## src/rtl/sub_pkg.sv

```systemverilog
//------------------------------------------------------------------------------
// Module  : sub_pkg
// Brief   : Shared constants, FSM state type and slice helper for sub_16bit_seq
// Rev     : 1.0  initial release
//------------------------------------------------------------------------------
`default_nettype none

package sub_pkg;

  localparam int WIDTH    = 16;
  localparam int SLICE_W  = 4;
  localparam int N_SLICES = WIDTH / SLICE_W;
  localparam int CNT_W    = $clog2(N_SLICES);

  localparam logic [CNT_W-1:0] LAST_SLICE = CNT_W'(N_SLICES - 1);

  typedef enum logic [1:0] {
    IDLE = 2'd0,
    BUSY = 2'd1,
    DONE = 2'd2
  } state_t;

  // Bit offset of slice k within the 16-bit word.
  function automatic logic [3:0] slice_lsb(input logic [CNT_W-1:0] k);
    return {k, 2'b00};
  endfunction

endpackage

`default_nettype wire

```

## src/rtl/sub_4bit_slice.sv

```systemverilog
//------------------------------------------------------------------------------
// Module  : sub_4bit_slice
// Brief   : Combinational 4-bit subtractor slice with borrow lookahead
// Rev     : 1.0  initial release
//------------------------------------------------------------------------------
`default_nettype none

module sub_4bit_slice
  import sub_pkg::*;
(
  input  logic [SLICE_W-1:0] a,
  input  logic [SLICE_W-1:0] b,
  input  logic               bin,
  output logic [SLICE_W-1:0] d,
  output logic               bout
);

  logic [SLICE_W-1:0] gen;
  logic [SLICE_W-1:0] prop;
  logic [SLICE_W:0]   brw;

  // A bit generates a borrow when a=0,b=1 and passes one through when a==b.
  assign gen  = ~a & b;
  assign prop = ~(a ^ b);

  assign brw[0] = bin;
  assign brw[1] = gen[0] | (prop[0] & bin);
  assign brw[2] = gen[1] | (prop[1] & gen[0]) | (prop[1] & prop[0] & bin);
  assign brw[3] = gen[2] | (prop[2] & gen[1]) | (prop[2] & prop[1] & gen[0])
                | (prop[2] & prop[1] & prop[0] & bin);
  assign brw[4] = gen[3] | (prop[3] & gen[2]) | (prop[3] & prop[2] & gen[1])
                | (prop[3] & prop[2] & prop[1] & gen[0])
                | (prop[3] & prop[2] & prop[1] & prop[0] & bin);

  assign d    = a ^ b ^ brw[SLICE_W-1:0];
  assign bout = brw[SLICE_W];

endmodule

`default_nettype wire

```

## src/rtl/sub_16bit_seq.sv

```systemverilog
//------------------------------------------------------------------------------
// Module  : sub_16bit_seq
// Brief   : Sequential 16-bit subtractor, one 4-bit slice per cycle.
//           Optional SUB_SIGNED_FLAGS_EN adds ovf/neg result flags.
// Rev     : 1.0  initial release
//------------------------------------------------------------------------------
`default_nettype none

module sub_16bit_seq
  import sub_pkg::*;
(
  input  logic             clk,
  input  logic             rst_n,
  input  logic             start,
  input  logic [WIDTH-1:0] in1_16bit,
  input  logic [WIDTH-1:0] in2_16bit,
  input  logic             bin,
  output logic             busy,
  output logic             done,
  output logic [WIDTH-1:0] diff_16bit,
  output logic             bout
`ifdef SUB_SIGNED_FLAGS_EN
  ,
  output logic             ovf,
  output logic             neg
`endif
);

  state_t             state;
  state_t             state_nxt;
  logic [CNT_W-1:0]   cnt;
  logic               borrow;
  logic [WIDTH-1:0]   acc;
  logic [WIDTH-1:0]   acc_nxt;
  logic [WIDTH-1:0]   op_a;
  logic [WIDTH-1:0]   op_b;
  logic [3:0]         lsb;
  logic [SLICE_W-1:0] slice_d;
  logic               slice_bout;

  assign lsb = slice_lsb(cnt);

  sub_4bit_slice u_slice (
    .a    (op_a[lsb +: SLICE_W]),
    .b    (op_b[lsb +: SLICE_W]),
    .bin  (borrow),
    .d    (slice_d),
    .bout (slice_bout)
  );

  // Accumulator with the current slice merged in; on the last slice this is
  // the complete result.
  always_comb begin
    acc_nxt                  = acc;
    acc_nxt[lsb +: SLICE_W]  = slice_d;
  end

  always_ff @(posedge clk or negedge rst_n) begin
    if (!rst_n) state <= IDLE;
    else        state <= state_nxt;
  end

  always_comb begin
    state_nxt = state;
    case (state)
      IDLE:    if (start) state_nxt = BUSY;
      BUSY:    if (cnt == LAST_SLICE) state_nxt = DONE;
      DONE:    state_nxt = IDLE;
      default: state_nxt = IDLE;
    endcase
  end

  assign busy = (state == BUSY);
  assign done = (state == DONE);

  always_ff @(posedge clk or negedge rst_n) begin
    if (!rst_n) begin
      cnt        <= '0;
      borrow     <= 1'b0;
      acc        <= '0;
      op_a       <= '0;
      op_b       <= '0;
      diff_16bit <= '0;
      bout       <= 1'b0;
`ifdef SUB_SIGNED_FLAGS_EN
      ovf        <= 1'b0;
      neg        <= 1'b0;
`endif
    end else begin
      case (state)
        IDLE: begin
          if (start) begin
            op_a   <= in1_16bit;
            op_b   <= in2_16bit;
            borrow <= bin;
            cnt    <= '0;
            acc    <= '0;
          end
        end
        BUSY: begin
          acc    <= acc_nxt;
          borrow <= slice_bout;
          cnt    <= cnt + 1'b1;
          if (cnt == LAST_SLICE) begin
            diff_16bit <= acc_nxt;
            bout       <= slice_bout;
`ifdef SUB_SIGNED_FLAGS_EN
            ovf        <= (op_a[WIDTH-1] != op_b[WIDTH-1]) &&
                          (acc_nxt[WIDTH-1] != op_a[WIDTH-1]);
            neg        <= acc_nxt[WIDTH-1];
`endif
          end
        end
        default: ;
      endcase
    end
  end

endmodule

`default_nettype wire
```

## config.mk

```make
export PLATFORM = sky130hd
export DESIGN_NAME = sub_16bit_seq
export DESIGN_NICKNAME = d
export VERILOG_FILES = /design/src/rtl/sub_pkg.sv /design/src/rtl/sub_4bit_slice.sv /design/src/rtl/sub_16bit_seq.sv
export SDC_FILE = /design/constraint.sdc
export NUM_CORES = 1
export LEC_CHECK = 0
export BUFFER_PORTS_ARGS = -buffer_cell sky130_fd_sc_hd__buf_2
export CAP_MARGIN = 25
export CORE_ASPECT_RATIO = 1.2
export CORE_UTILIZATION = 40
export DETAILED_ROUTE_END_ITERATION = 8
export PLACE_DENSITY = 0.7
export SLEW_MARGIN = 25
export SYNTH_ARGS = -nofsm -noshare
export SYNTH_HDL_FRONTEND = slang
export SYNTH_SLANG_ARGS = --single-unit
```

## constraint.sdc

```tcl
create_clock -name clk -period 3.71 [get_ports clk]
set_clock_uncertainty 0.2 [all_clocks]
set_input_delay 0.742 -clock clk [delete_from_list [all_inputs] [get_ports clk]]
set_output_delay 0.742 -clock clk [all_outputs]
set_load 0.01 [all_outputs]
```

Word level (Yosys, flattened, before mapping)
Cells that the tools add are included.

Output and inout port bits: 19. Bits in registers: 70.

Eq/ne operators: 5. Add/sub/neg operators: 2. Shift operators: 4. Reduce and logical (&&, ||, !) cells: 6. Muxes and demuxes: 10. Bitwise gates (word level): 31.

Operators with widths (number): one-hot mux 16 bit (2 select lines) (1); indexed part select 16 x 5 -> 4 bit (2); AND 1 bit (16); bitwise mux 16 bit (1); two-way mux 16 bit (1); variable shift 4 x 6 -> 16 bit, first input constant (1); indexed part select 4 x 6 -> 16 bit (1); bitwise OR 1 bit (10); NOT 4 bit (2); one-hot mux 2 bit (2 select lines) (2); AND reduction 2 bit (4); bitwise XOR 4 bit (2); two-way mux 2 bit (3); negation 4 -> 6 bit (1); AND 4 bit (1); equality test 2 bit, second input constant (2); adder 2 x 1 -> 2 bit, second input constant (1); equality test 2 x 1 -> 1 bit, second input constant (1); zero test 2 bit (1); inequality test 2 x 1 -> 1 bit, second input constant (1); inequality test 2 bit, second input constant (1); one-hot mux 1 bit (2 select lines) (1); nonzero test 2 bit (1); two-way mux 1 bit (1).

Longest topological paths before layout
Gate-level depths: netlist of the first run.

Depth in word-level cells: 11. Depth in mapped cells: 9.

Hierarchy
Synthesis of the first run repeated with hierarchy kept, for this count alone.

Cell total of the unflattened synthesis: 269. Area total of the unflattened synthesis: 3364.5 um^2.

Modules (own cells, without submodules): sub_16bit_seq (sequential area each 1751.7 um^2, cells an instance 242, instances 1, area each 3164.3 um^2); sub_4bit_slice (sequential area each 0.0 um^2, cells an instance 27, instances 1, area each 200.2 um^2).

Worst setup path before layout of the first run
No wires, ideal clock.

Kind: reg2reg. Start point: register cnt[0]. End point: register acc[3]. Data required time: 3.414 ns. Arrival: 2.384 ns. Clock period less this slack: 2.680 ns. Library setup time: 0.096 ns. Path buffers: 2. Stages on the path, launching flop included: 9. Setup slack: 1.030 ns. Cells stage by stage: dfrtp_1 > buf_2 > buf_6 > mux4_2 > ha_1 > a211oi_1 > o21bai_1 > xor2_2 > o31ai_1.

Longest elaborated chain between the ends: 11.

Ends and longest elaborated chain: start, declared (line sub_16bit_seq.sv:31) `logic [CNT_W-1:0] cnt;`; start signal, assigned (line sub_16bit_seq.sv:103) `cnt <= cnt + 1'b1;`; indexed part select 16 x 5 -> 4 bit (on tied branches) (line sub_16bit_seq.sv:44, sub_16bit_seq.sv:45); bitwise XOR 4 bit or NOT 4 bit (tied branches) (line sub_4bit_slice.sv:24, sub_4bit_slice.sv:35, sub_4bit_slice.sv:23); NOT 4 bit or AND 4 bit (tied branches) (line sub_4bit_slice.sv:24, sub_4bit_slice.sv:23); AND 1 bit (on tied branches) (line sub_4bit_slice.sv:29, sub_4bit_slice.sv:30); bitwise OR 1 bit, or another cell as far along (line sub_4bit_slice.sv:29) `assign brw[3] = gen[2] | (prop[2] & gen[1]) | (prop[2] & prop[1] & gen[0])`; bitwise OR 1 bit or AND 1 bit (tied branches) (line sub_4bit_slice.sv:29, sub_4bit_slice.sv:30); bitwise OR 1 bit (line sub_4bit_slice.sv:30) `| (prop[2] & prop[1] & prop[0] & bin);`; bitwise XOR 4 bit (line sub_4bit_slice.sv:35) `assign d = a ^ b ^ brw[SLICE_W-1:0];`; indexed part select 4 x 6 -> 16 bit (line sub_16bit_seq.sv:55) `acc_nxt[lsb +: SLICE_W] = slice_d;`; bitwise mux 16 bit (*) (line sub_16bit_seq.sv:55); one-hot mux 16 bit (2 select lines) (*) (line sub_16bit_seq.sv:90) `case (state)`; end signal, assigned (line sub_16bit_seq.sv:101) `acc <= acc_nxt;`; end, declared (line sub_16bit_seq.sv:33) `logic [WIDTH-1:0] acc;`.

Every way passes the cells marked *; elsewhere a longest branch is shown, timed or not. A chain may end at the register's enable or synchronous reset.

Worst setup path after layout of the first run
Start point: register cnt[0]. End point: register acc[10].

Same word-level chain as after synthesis.

==> results of run 1 <==
## flip-flops by register name, summed over array words and instances (netlist names)
signal      count
acc            16
diff_16bit     16
op_a           16
op_b           16
cnt             2
state           2
borrow          1
bout            1
## synth_stat cells, drive strengths merged
cell type,instances
and2,1
nand2b,2
xor2,1
inv,16
o22ai,1
clkbuf,2
ha,10
a221oi,4
a211oi,2
nand4bb,3
a22oi,1
nor4,1
nor2b,1
nor2,15
o221ai,4
a21oi,9
mux2,33
a21o,5
o31ai,13
nand2,22
o21a,4
nor4b,2
nor3b,2
nand4b,1
a22o,8
xnor2,1
mux4,8
and4b,1
nand3b,1
o21ai,8
buf,11
fa,1
and3,3
o21bai,1
dfrtp,70
## path summary, 6_finish.rpt
path	end	cells past startpoint	start
setup / recovery	acc[10]	7	cnt[0]
hold / removal	op_b[7]	1	rst_n
setup reg to reg	acc[10]	7	cnt[0]
hold reg to reg	acc[3]	2	acc[3]
max in group asynchronous	op_a[3]	2	rst_n
min in group clk	acc[3]	2	acc[3]
## critical path: cells and delay by family (launching register included)
kind,cells,cell delay [ns]
compound gates,4,1.10
mux,1,0.59
buf+inv,1,0.11
fa+ha+maj,1,0.26
flops,1,0.88
## kinds of logic (layout without fill, tap and decap cells)
| logic type | count (synthesis) | in the layout |
|---|---|---|
| simple gates | 55 | 55 |
| compound gates | 60 | 60 |
| mux | 41 | 41 |
| xor+xnor | 2 | 2 |
| flops | 70 | 70 |
| fa+ha+maj | 11 | 11 |
| buf+inv | 29 | 89 |
## layer usage
layer,global-route usage [%],vias to the layer above,wire (um)
li1,-,1088,-
met1,22.1,1119,2930
met2,29.3,69,3480
met3,5.01,19,376
met4,9.36,0,182
met5,0,-,0
## report_power, final
part	switching, mW	internal (mW)
sequential	0.277	1.13
clock	0.270	0.344
combinational	1.12	0.880
total	1.67	2.35
## final cells by class
type | instances | area [sq um] | share of cell area, %
well taps | 95 | 119 | 3.06
clock inverters | 4 | 45.0 | 1.16
repair buffers | 57 | 305 | 7.86
clock buffers | 12 | 155 | 4.00
inverters | 16 | 60.1 | 1.55
multi-input cells | 169 | 1450 | 37.3
flip-flops and latches | 70 | 1750 | 45.1
## per-stage QoR
step	setup WS (ns)	hold slack (ns)	cells	utilization, %
floorplan	1.03	0.240	268	-
global placement	0.607	0.254	407	45.4
detailed placement	0.527	0.259	407	45.4
CTS	0.498	0.268	423	47.9
global route	0.174	0.293	423	47.9
finish	0.479	0.253	423	47.9
==> qor.yml, run 1 <==
global_route:
  grt_start_max_net_pins: 39
  grt_pass1_wl_mm: 11.9
  grt_pass1_vias: 2425
  grt_util_all_layers_pct: 18.0
  antenna_found_initial: 0
  grt_overflow: 0
routing:
  postRouteWirelength_mm: 6.97
  route.vias.total: 2295
  first_pass_iters: 4
  post_drt_wl_per_cell_um: 16.5
  drt_iter0_drc: 244
  route.detailed.drc: 0
  ant_nets: 0
  avgViaCountPerCell: 5.43
placement:
  place_hpwl_mm: 5.12
  dpl_cell_area_sq_mm: 0.00368
  place_congestion: 0.862
  io_buffers: 54
pwr:
  p_total_mw: 4.02
  p_leak_nw: 1.77
  irDropWorstVdd_mv: 0.424
  power_density_mw_per_mm2: 1040
critical_path:
  critPathLaunchType: "flop"
  slowest_delay_ns: 0.88
  arrival_ns: 3.29
  end_kind: "flop"
  worstPathRequired_ns: 3.77
  path_common_cell: "o21ai_0"
  slowest_stage: "dfrtp_1"
  reg2reg_slack_ns: 0.48
  critical_path.cell_chain: "mux4_2, inv_1, ha_1, a21o_1, a211oi_2, o21ai_0, o21ai_0"
  crit_path_max_fanout: 20
  path_class: "flop to flop"
final_layout:
  antenna_cells: 0
  layout.nets: 370
  fill_cells: 753
  area_growth_pct: 15.9
  drive_gt1_share_pct: 35.1
  final_area_sq_mm: 0.00388
  layout_common_cells: "70 x dfrtp_1, 54 x buf_2, 31 x mux2_2"
  mostFrequentLayoutCell: "dfrtp_1"
logic_synthesis:
  yosysTopAreaCellShare_pct: 52.3
  synth.area.top_cells: "dfrtp_1 52%, mux2_2 10%, mux4_2 5.4%"
  synth.distinct_cells: 42
  synthCells: 268
  synth_xor_area_share_pct: 0.747
  synth-simple-area-share_pct: 8.74
  synth_top_family_by_area: "multiplexers"
  synth.mux.area_fraction_pct: 16.5
  synthAdderAreaFrac_pct: 4.33
  yosys_warnings: 0
  ys_ff_latch: 70
  synth_compound_area_share_pct: 12.9
  yosysSeqAreaShare_pct: 52.3
  syn_nets: 315
  syn_avg_cell_area_sq_um: 12.5
  synth_top_area_cell: "dfrtp_1"
  syn-cell-area_sq_mm: 0.00335
cts:
  cts_hold_buffers: 0
  clk_latency_ns: 0.34
  clock-sinks: 70
  clock-root-buffer: "clkbuf_8"
  cts_tree: "done"
  clk_path_buf_depth: 2
  cts_buffers: 9
  post-cts-setup-buffers: 0
  clk_pin_slew_ns: 0.07
  cts-resized-gates: 0
  htreeDepth: 3
floorplanning:
  die_h_um: 102
  num_io_pins: 55
  core_area_sq_mm: 0.00811
  die_area_sq_mm: 0.00875
  die_w_um: 85.5
  initial_core_util_pct: 41.3
  rows: 36
sta:
  fmax_mhz: 310
  finalCriticalPeriod_ns: 3.23
  rsz0062_at_grt: "false"
  worst_pin_slew_ns: 0.824
  relSlewSlack_pct: 45.1
  fin_tns_setup_ns: 0
  hold_violations: 0
  finalSetupViolations: 0
  finalCritPeriodShare_pct: 87.1
  maxSlewViolCount: 0
flow_run:
  drv_cap: 0
hold_path:
  hp-class: "input port to asynchronous set/reset pin"
run_status:
  status: "complete, no violations"
(Power assumes the default switching activity.)
==> run 2: changes to the inputs <==
- MAX_ROUTING_LAYER: not set -> met4
==> qor.yml, run 2 (synthesis gave the netlist of run 1 again) <==
critical_path:
  arrival_ns: 3.28  # about the same
  crit_path_max_fanout: 20  # unchanged
  critical_path.cell_chain: "mux4_2, inv_1, ha_1, a21o_1, a211oi_2, o21ai_0, o21ai_0"
  reg2reg_to: "acc[2]"
  slowest_delay_ns: 0.89  # about the same
  critPathLaunchType: "flop"
  rr_worst_depth: 7  # unchanged
  worstPathRequired_ns: 3.78  # about the same
  rr_startpoint: "cnt[0]"
  worstSetupStartpoint: "cnt[0]"
  end_kind: "flop"
  reg2reg_slack_ns: 0.49  # about the same
  path_common_cell: "o21ai_0"
  path_class: "flop to flop"
  slowest_stage: "dfrtp_1"
cts:
  post-cts-setup-buffers: 0  # unchanged
  clock-root-buffer: "clkbuf_8"
  clk_path_buf_depth: 2  # unchanged
  cts_buffers: 9  # unchanged
  clock-sinks: 70  # unchanged
  clk_pin_slew_ns: 0.07  # about the same
  cts_tree: "done"
  clk_latency_ns: 0.35  # about the same
  cts-resized-gates: 0  # unchanged
  htreeDepth: 3  # unchanged
  cts_hold_buffers: 0  # unchanged
placement:
  post-place-ws_ns: 0.514  # -0.0126 ns
  io_buffers: 54  # unchanged
  place_congestion: 0.892  # +3.5%
  place_hpwl_mm: 5.09  # -0.45%
routing:
  route.vias.total: 2331  # +1.6%
  first_pass_iters: 4  # unchanged
  ant_nets: 0  # unchanged
  route.detailed.drc: 0  # unchanged
  drt_iter0_drc: 215  # -12%
  avgViaCountPerCell: 5.50  # +1.3%
  post_drt_wl_per_cell_um: 16.3  # -1.2%
  postRouteWirelength_mm: 6.90  # -0.96%
final_layout:
  layout_common_cells: "70 x dfrtp_1, 54 x buf_2, 31 x mux2_2"
  antenna_cells: 0  # unchanged
  postLayoutCoreUtil_pct: 47.8  # -0.062 points
  drive_gt1_share_pct: 35.3  # +0.20 points
  mostFrequentLayoutCell: "dfrtp_1"
  layout.nets: 371  # +0.27%
  area_growth_pct: 15.8
global_route:
  grt_pass1_vias: 2368  # -2.4%
  antenna_found_initial: 0  # unchanged
  grt_pass1_wl_mm: 11.6  # -2.1%
  grt_start_max_net_pins: 41  # +5.1%
  grt_overflow: 0  # unchanged
  grt_util_all_layers_pct: 18.3  # +0.23 points
floorplanning:
  num_io_pins: 55  # unchanged
  die_h_um: 102  # unchanged
  initial_core_util_pct: 41.3  # unchanged
  rows: 36  # unchanged
  core_area_sq_mm: 0.00811  # unchanged
  die_w_um: 85.5  # unchanged
  die_area_sq_mm: 0.00875  # unchanged
sta:
  worst_pin_slew_ns: 0.841  # +0.0170 ns
  hold_violations: 0  # unchanged
  finalCriticalPeriod_ns: 3.22  # -0.0150 ns
  fin_ws_ns: 0.494  # +0.0150 ns
  finalCritPeriodShare_pct: 86.7  # -0.40 points
  rsz0062_at_grt: "false"
  fin_tns_setup_ns: 0  # unchanged
  relSlewSlack_pct: 44.0  # -1.1 points
  maxSlewViolCount: 0  # unchanged
  fmax_mhz: 311  # +0.47%
  finalSetupViolations: 0  # unchanged
pwr:
  p_sw_share_pct: 41.6  # +0.10 points
  irDropWorstVdd_mv: 0.482  # +14%
  seqPwrFrac_pct: 34.8  # -0.2 points
  p_total_mw: 4.02  # about the same
  p_int_mw: 2.35  # -0.12%
  power.share.clock_pct: 15.4  # about the same
  p_leak_nw: 1.77  # about the same
  combPwrFrac_pct: 49.7  # about the same
  power_density_mw_per_mm2: 1040  # +0.18%
  power_switching_mw: 1.67  # +0.30%
flow_run:
  drv_cap: 0  # unchanged
hold_path:
  hp-class: "input port to asynchronous set/reset pin"
run_status:
  status: "complete, no violations"
==> run 2: cell types whose count changed in the layout (fill, tap and decap cells not counted) <==
cell,delta
buf_4,+2
buf_12,-1
==> run 2: worst max-delay path: cells and delay by family (launching register included) <==
family / cells / cell delay, ns
AOI/OAI and AO/OA: 4 / 1.07
adders and majority gates: 1 / 0.25
muxes: 1 / 0.60
DFF: 1 / 0.89
buffers and inverters: 1 / 0.11
==> run 2: worst max-delay path by stage <==
stage                     endpoint  slack (ns)  depth (start not counted)
after floorplan             acc[3]        1.03                          8
after global placement     acc[10]        0.63                          7
final                       acc[2]        0.49                          7
after detailed placement   acc[10]        0.51                          7
after CTS                   acc[6]        0.51                          7
after global routing       acc[14]        0.24                          7
==> run 2: area by class of cell <==
type | count | area, sq um
timing repair buffer | 58 | 300
fill | 761 | 4230
clock buffer | 12 | 155
tap | 95 | 119
multi-input combinational | 169 | 1450
inverter | 16 | 60.1
clock inverter | 4 | 45.0
sequential | 70 | 1750
==> run 2: per-stage QoR <==
stage,instances,area [sq um],hold WS [ns]
6_report,424,3880,0.0113
5_1_grt,424,3880,0.0141
4_1_cts,424,3880,0.00296
3_5_place_dp,408,3680,0.258
3_3_place_gp,408,3680,0.254
2_1_floorplan,268,3350,0.240
==> run 2: power groups by stage <==
stage | logic, mW | registers (mW) | clock network [mW]
global route | 2.21 | 1.46 | 0.669
floorplan | 1.57 | 1.33 | 0
global placement | 1.95 | 1.41 | 0
detailed placement | 2.00 | 1.42 | 0
finish | 2.00 | 1.40 | 0.621
CTS | 2.01 | 1.41 | 0.638
==> run 2: layer usage <==
metal	wire (um)	share of wire [%]	GRT usage (%)	vias to the layer above
li1	-	-	-	1085
met1	2860	41	21.4	1151
met2	3520	51	29.9	76
met3	334	4.8	3.39	19
met4	184	2.7	10.0	0
met5	0	0	-	-
==> run 3: changes to the inputs <==
- SYNTH_HIERARCHICAL: not set -> 1
==> qor.yml, run 3 <==
run_status:
  status: "complete, no violations"
cts:
  cts-resized-gates: 0  # unchanged
  clk_pin_slew_ns: 0.07  # about the same
  cts_tree: "done"
  cts_buffers: 9  # unchanged
  post-cts-setup-buffers: 0  # unchanged
  clock-sinks: 70  # unchanged
  clk_path_buf_depth: 2  # unchanged
  clk_latency_ns: 0.35  # about the same
  cts_hold_buffers: 0  # unchanged
  htreeDepth: 3  # unchanged
  clock-root-buffer: "clkbuf_8"
floorplanning:
  die_h_um: 102  # +0.22%
  rows: 36  # unchanged
  core_area_sq_mm: 0.00815  # +0.56%
  die_area_sq_mm: 0.00878  # +0.44%
  die_w_um: 85.7  # +0.22%
  initial_core_util_pct: 41.3  # -0.044 points
  num_io_pins: 55  # unchanged
sta:
  relSlewSlack_pct: 42.2  # -1.7 points
  worst_pin_slew_ns: 0.867  # +0.0261 ns
  fmax_mhz: 324  # +4.3%
  fin_ws_ns: 0.628  # +0.134 ns
  finalCriticalPeriod_ns: 3.08  # -0.134 ns
  finalCritPeriodShare_pct: 83.1  # -3.6 points
  maxSlewViolCount: 0  # unchanged
  finalSetupViolations: 0  # unchanged
  fin_tns_setup_ns: 0  # unchanged
  hold_violations: 0  # unchanged
  rsz0062_at_grt: "false"
logic_synthesis:
  syn-cell-area_sq_mm: 0.00336  # +0.45%
  ys_ff_latch: 70  # unchanged
  synthCells: 269  # +0.37%
  yosys_warnings: 6  # +6
  synth.distinct_cells: 42  # unchanged
  synth-async-reset-ratio_pct: 100  # unchanged
  syn_nets: 317  # +0.63%
  yosysTopAreaCellShare_pct: 52.1  # -0.23 points
  synth-edff-count: 0  # unchanged
  synth_flop_cell: "dfrtp_1"
  syn_avg_cell_area_sq_um: 12.5  # about the same
  yosysMostFrequentCell: "dfrtp_1"
  synthTopCellsByCount: "70 x dfrtp_1, 32 x mux2_2, 31 x nand2_1, 15 x inv_1, 11 x ha_1"
  synth_top_area_cell: "dfrtp_1"
  yosysSeqAreaShare_pct: 52.1  # -0.23 points
  synth.area.top_cells: "dfrtp_1 52%, mux2_2 11%, ha_1 4.1%"
final_layout:
  mostFrequentLayoutCell: "dfrtp_1"
  layout_common_cells: "70 x dfrtp_1, 54 x buf_2, 32 x mux2_2"
  antenna_cells: 0  # unchanged
  fill_cells: 730  # -4.1%
  layout.nets: 373  # +0.54%
  multi_input_area_sq_mm: 0.00147  # +1.4%
  drive_gt1_share_pct: 35.8  # +0.50 points
  seqCellArea_sq_mm: 0.00175  # unchanged
  area_growth_pct: 16.0
placement:
  place_congestion: 0.872  # -2.3%
  place_hpwl_mm: 4.90  # -3.7%
  io_buffers: 54  # unchanged
  post-place-ws_ns: 0.606  # +0.0920 ns
critical_path:
  arrival_ns: 3.15  # -0.13 ns
  end_kind: "flop"
  critPathLaunchType: "flop"
  critical_path.cell_chain: "mux4_2, inv_1, ha_1, a21o_1, a21oi_2, xor2_1, nand2_1, o211ai_1"
  worstPathRequired_ns: 3.78  # about the same
  path_class: "flop to flop"
  cp_top_family: "flip-flops"
  slowest_delay_ns: 0.80  # -0.09 ns
  crit_path_max_fanout: 17  # -15%
  worst-path-buf-inv: 1  # unchanged
  slowest_stage: "dfrtp_1"
routing:
  first_pass_iters: 4  # unchanged
  avgViaCountPerCell: 5.16  # -6.1%
  drt_iter0_drc: 109  # -49%
  postRouteWirelength_mm: 6.86  # -0.62%
  ant_nets: 0  # unchanged
  post_drt_wl_per_cell_um: 15.4  # -5.1%
  route.detailed.drc: 0  # unchanged
  route.vias.total: 2291  # -1.7%
global_route:
  grt_overflow: 0  # unchanged
  use_met2_pct: 30.8  # +0.86 points
  gr-usage-met1_pct: 21.1  # -0.27 points
  grt_pass1_wl_mm: 11.8  # +0.95%
  met3_usage_pct: 3.88  # +0.48 points
  grt_start_max_net_pins: 71  # +73%
  grt_util_all_layers_pct: 18.2  # -0.077 points
  grt.busiest_layer: "met2"
  grt_pass1_vias: 2390  # +0.93%
  antenna_found_initial: 0  # unchanged
flow_run:
  drv_cap: 0  # unchanged
hold_path:
  hp-class: "flop to flop"
pwr:
  p_leak_nw: 1.80  # +1.5%
  irDropWorstVdd_mv: 0.498  # +3.4%
  power_density_mw_per_mm2: 992  # -4.5%
[run 3: changes by cell type after synthesis, sizes merged, moves of 5 or more]
| cell | previous run | this run |
|---|---|---|
| a22o | 8 | 0 |
| nand2 | 22 | 31 |
| nand3b | 1 | 10 |
| nor2 | 15 | 10 |
| o211ai | 0 | 12 |
| o21ai | 8 | 3 |
| o2bb2ai | 0 | 8 |
| o31ai | 13 | 1 |
[run 3: cell type report]
class,count,share of cell area (%)
Sequential cell,70,44.9
Tap cell,114,3.65
Multi-Input combinational cell,170,37.6
Clock inverter,4,1.22
Timing Repair Buffer,58,7.69
Inverter,16,1.54
Clock buffer,12,3.46
[run 3: through the flow]
| step | util [%] | area [sq um] | hold slack (ns) | instances | total power, mW |
|---|---|---|---|---|---|
| after floorplan | - | 3360 | 0.246 | 269 | 2.77 |
| after global placement | 45.6 | 3720 | 0.259 | 428 | 3.22 |
| after detailed placement | 45.6 | 3720 | 0.267 | 428 | 3.30 |
| after CTS | 47.9 | 3900 | 0.285 | 444 | 3.89 |
| after global routing | 47.9 | 3900 | 0.307 | 444 | 4.17 |
| final | 47.9 | 3900 | 0.274 | 444 | 3.87 |
[run 3: per-layer routing]
metal	vias to the layer above	part of all wire, %	routed length (um)
met1	1130	43	2920
met2	67	51	3490
met4	0	1.7	116
li1	1084	-	-
met5	-	0	0
met3	10	4.7	321
[run 3: where the power goes]
part | total [mW] | internal [mW] | switching, mW
logic | 1.94 | 0.864 | 1.07
clock network | 0.588 | 0.309 | 0.279
registers | 1.35 | 1.10 | 0.247
total | 3.87 | 2.27 | 1.60
[run 3: path summary, 6_finish.rpt]
| check | startpoint | to | slack [ns] | cells after the start |
|---|---|---|---|---|
| worst max-delay path | cnt[0] | diff_16bit[6] | 0.63 | 8 |
| max in group asynchronous | rst_n | op_b[8] | 2.37 | 2 |
| worst max register to register | cnt[0] | diff_16bit[6] | 0.63 | 8 |
| worst min register to register | bout | bout | 0.27 | 2 |
| worst min-delay path | bout | bout | 0.27 | 2 |
| min in group asynchronous | rst_n | diff_16bit[12] | 0.39 | 2 |
[run 3: cell families (layout without fill, tap and decap cells)]
group / after synthesis / count (layout) / synth area share, %
and+or+nand+nor: 67 / 67 / 10.3
muxes: 40 / 40 / 16.3
DFF: 70 / 70 / 52.1
AOI/OAI and AO/OA: 49 / 49 / 11.8
adders and majority gates: 12 / 12 / 4.69
xor gates and xnor gates: 2 / 2 / 0.521
buffers and inverters: 29 / 90 / 4.35
[run 3: worst register-to-register path, cell delays in order (launching register included)]
cell	delay (ns)
dfrtp_1	0.80
mux4_2	0.63
inv_1	0.10
ha_1	0.25
a21o_1	0.20
a21oi_2	0.14
xor2_1	0.32
nand2_1	0.18
o211ai_1	0.20
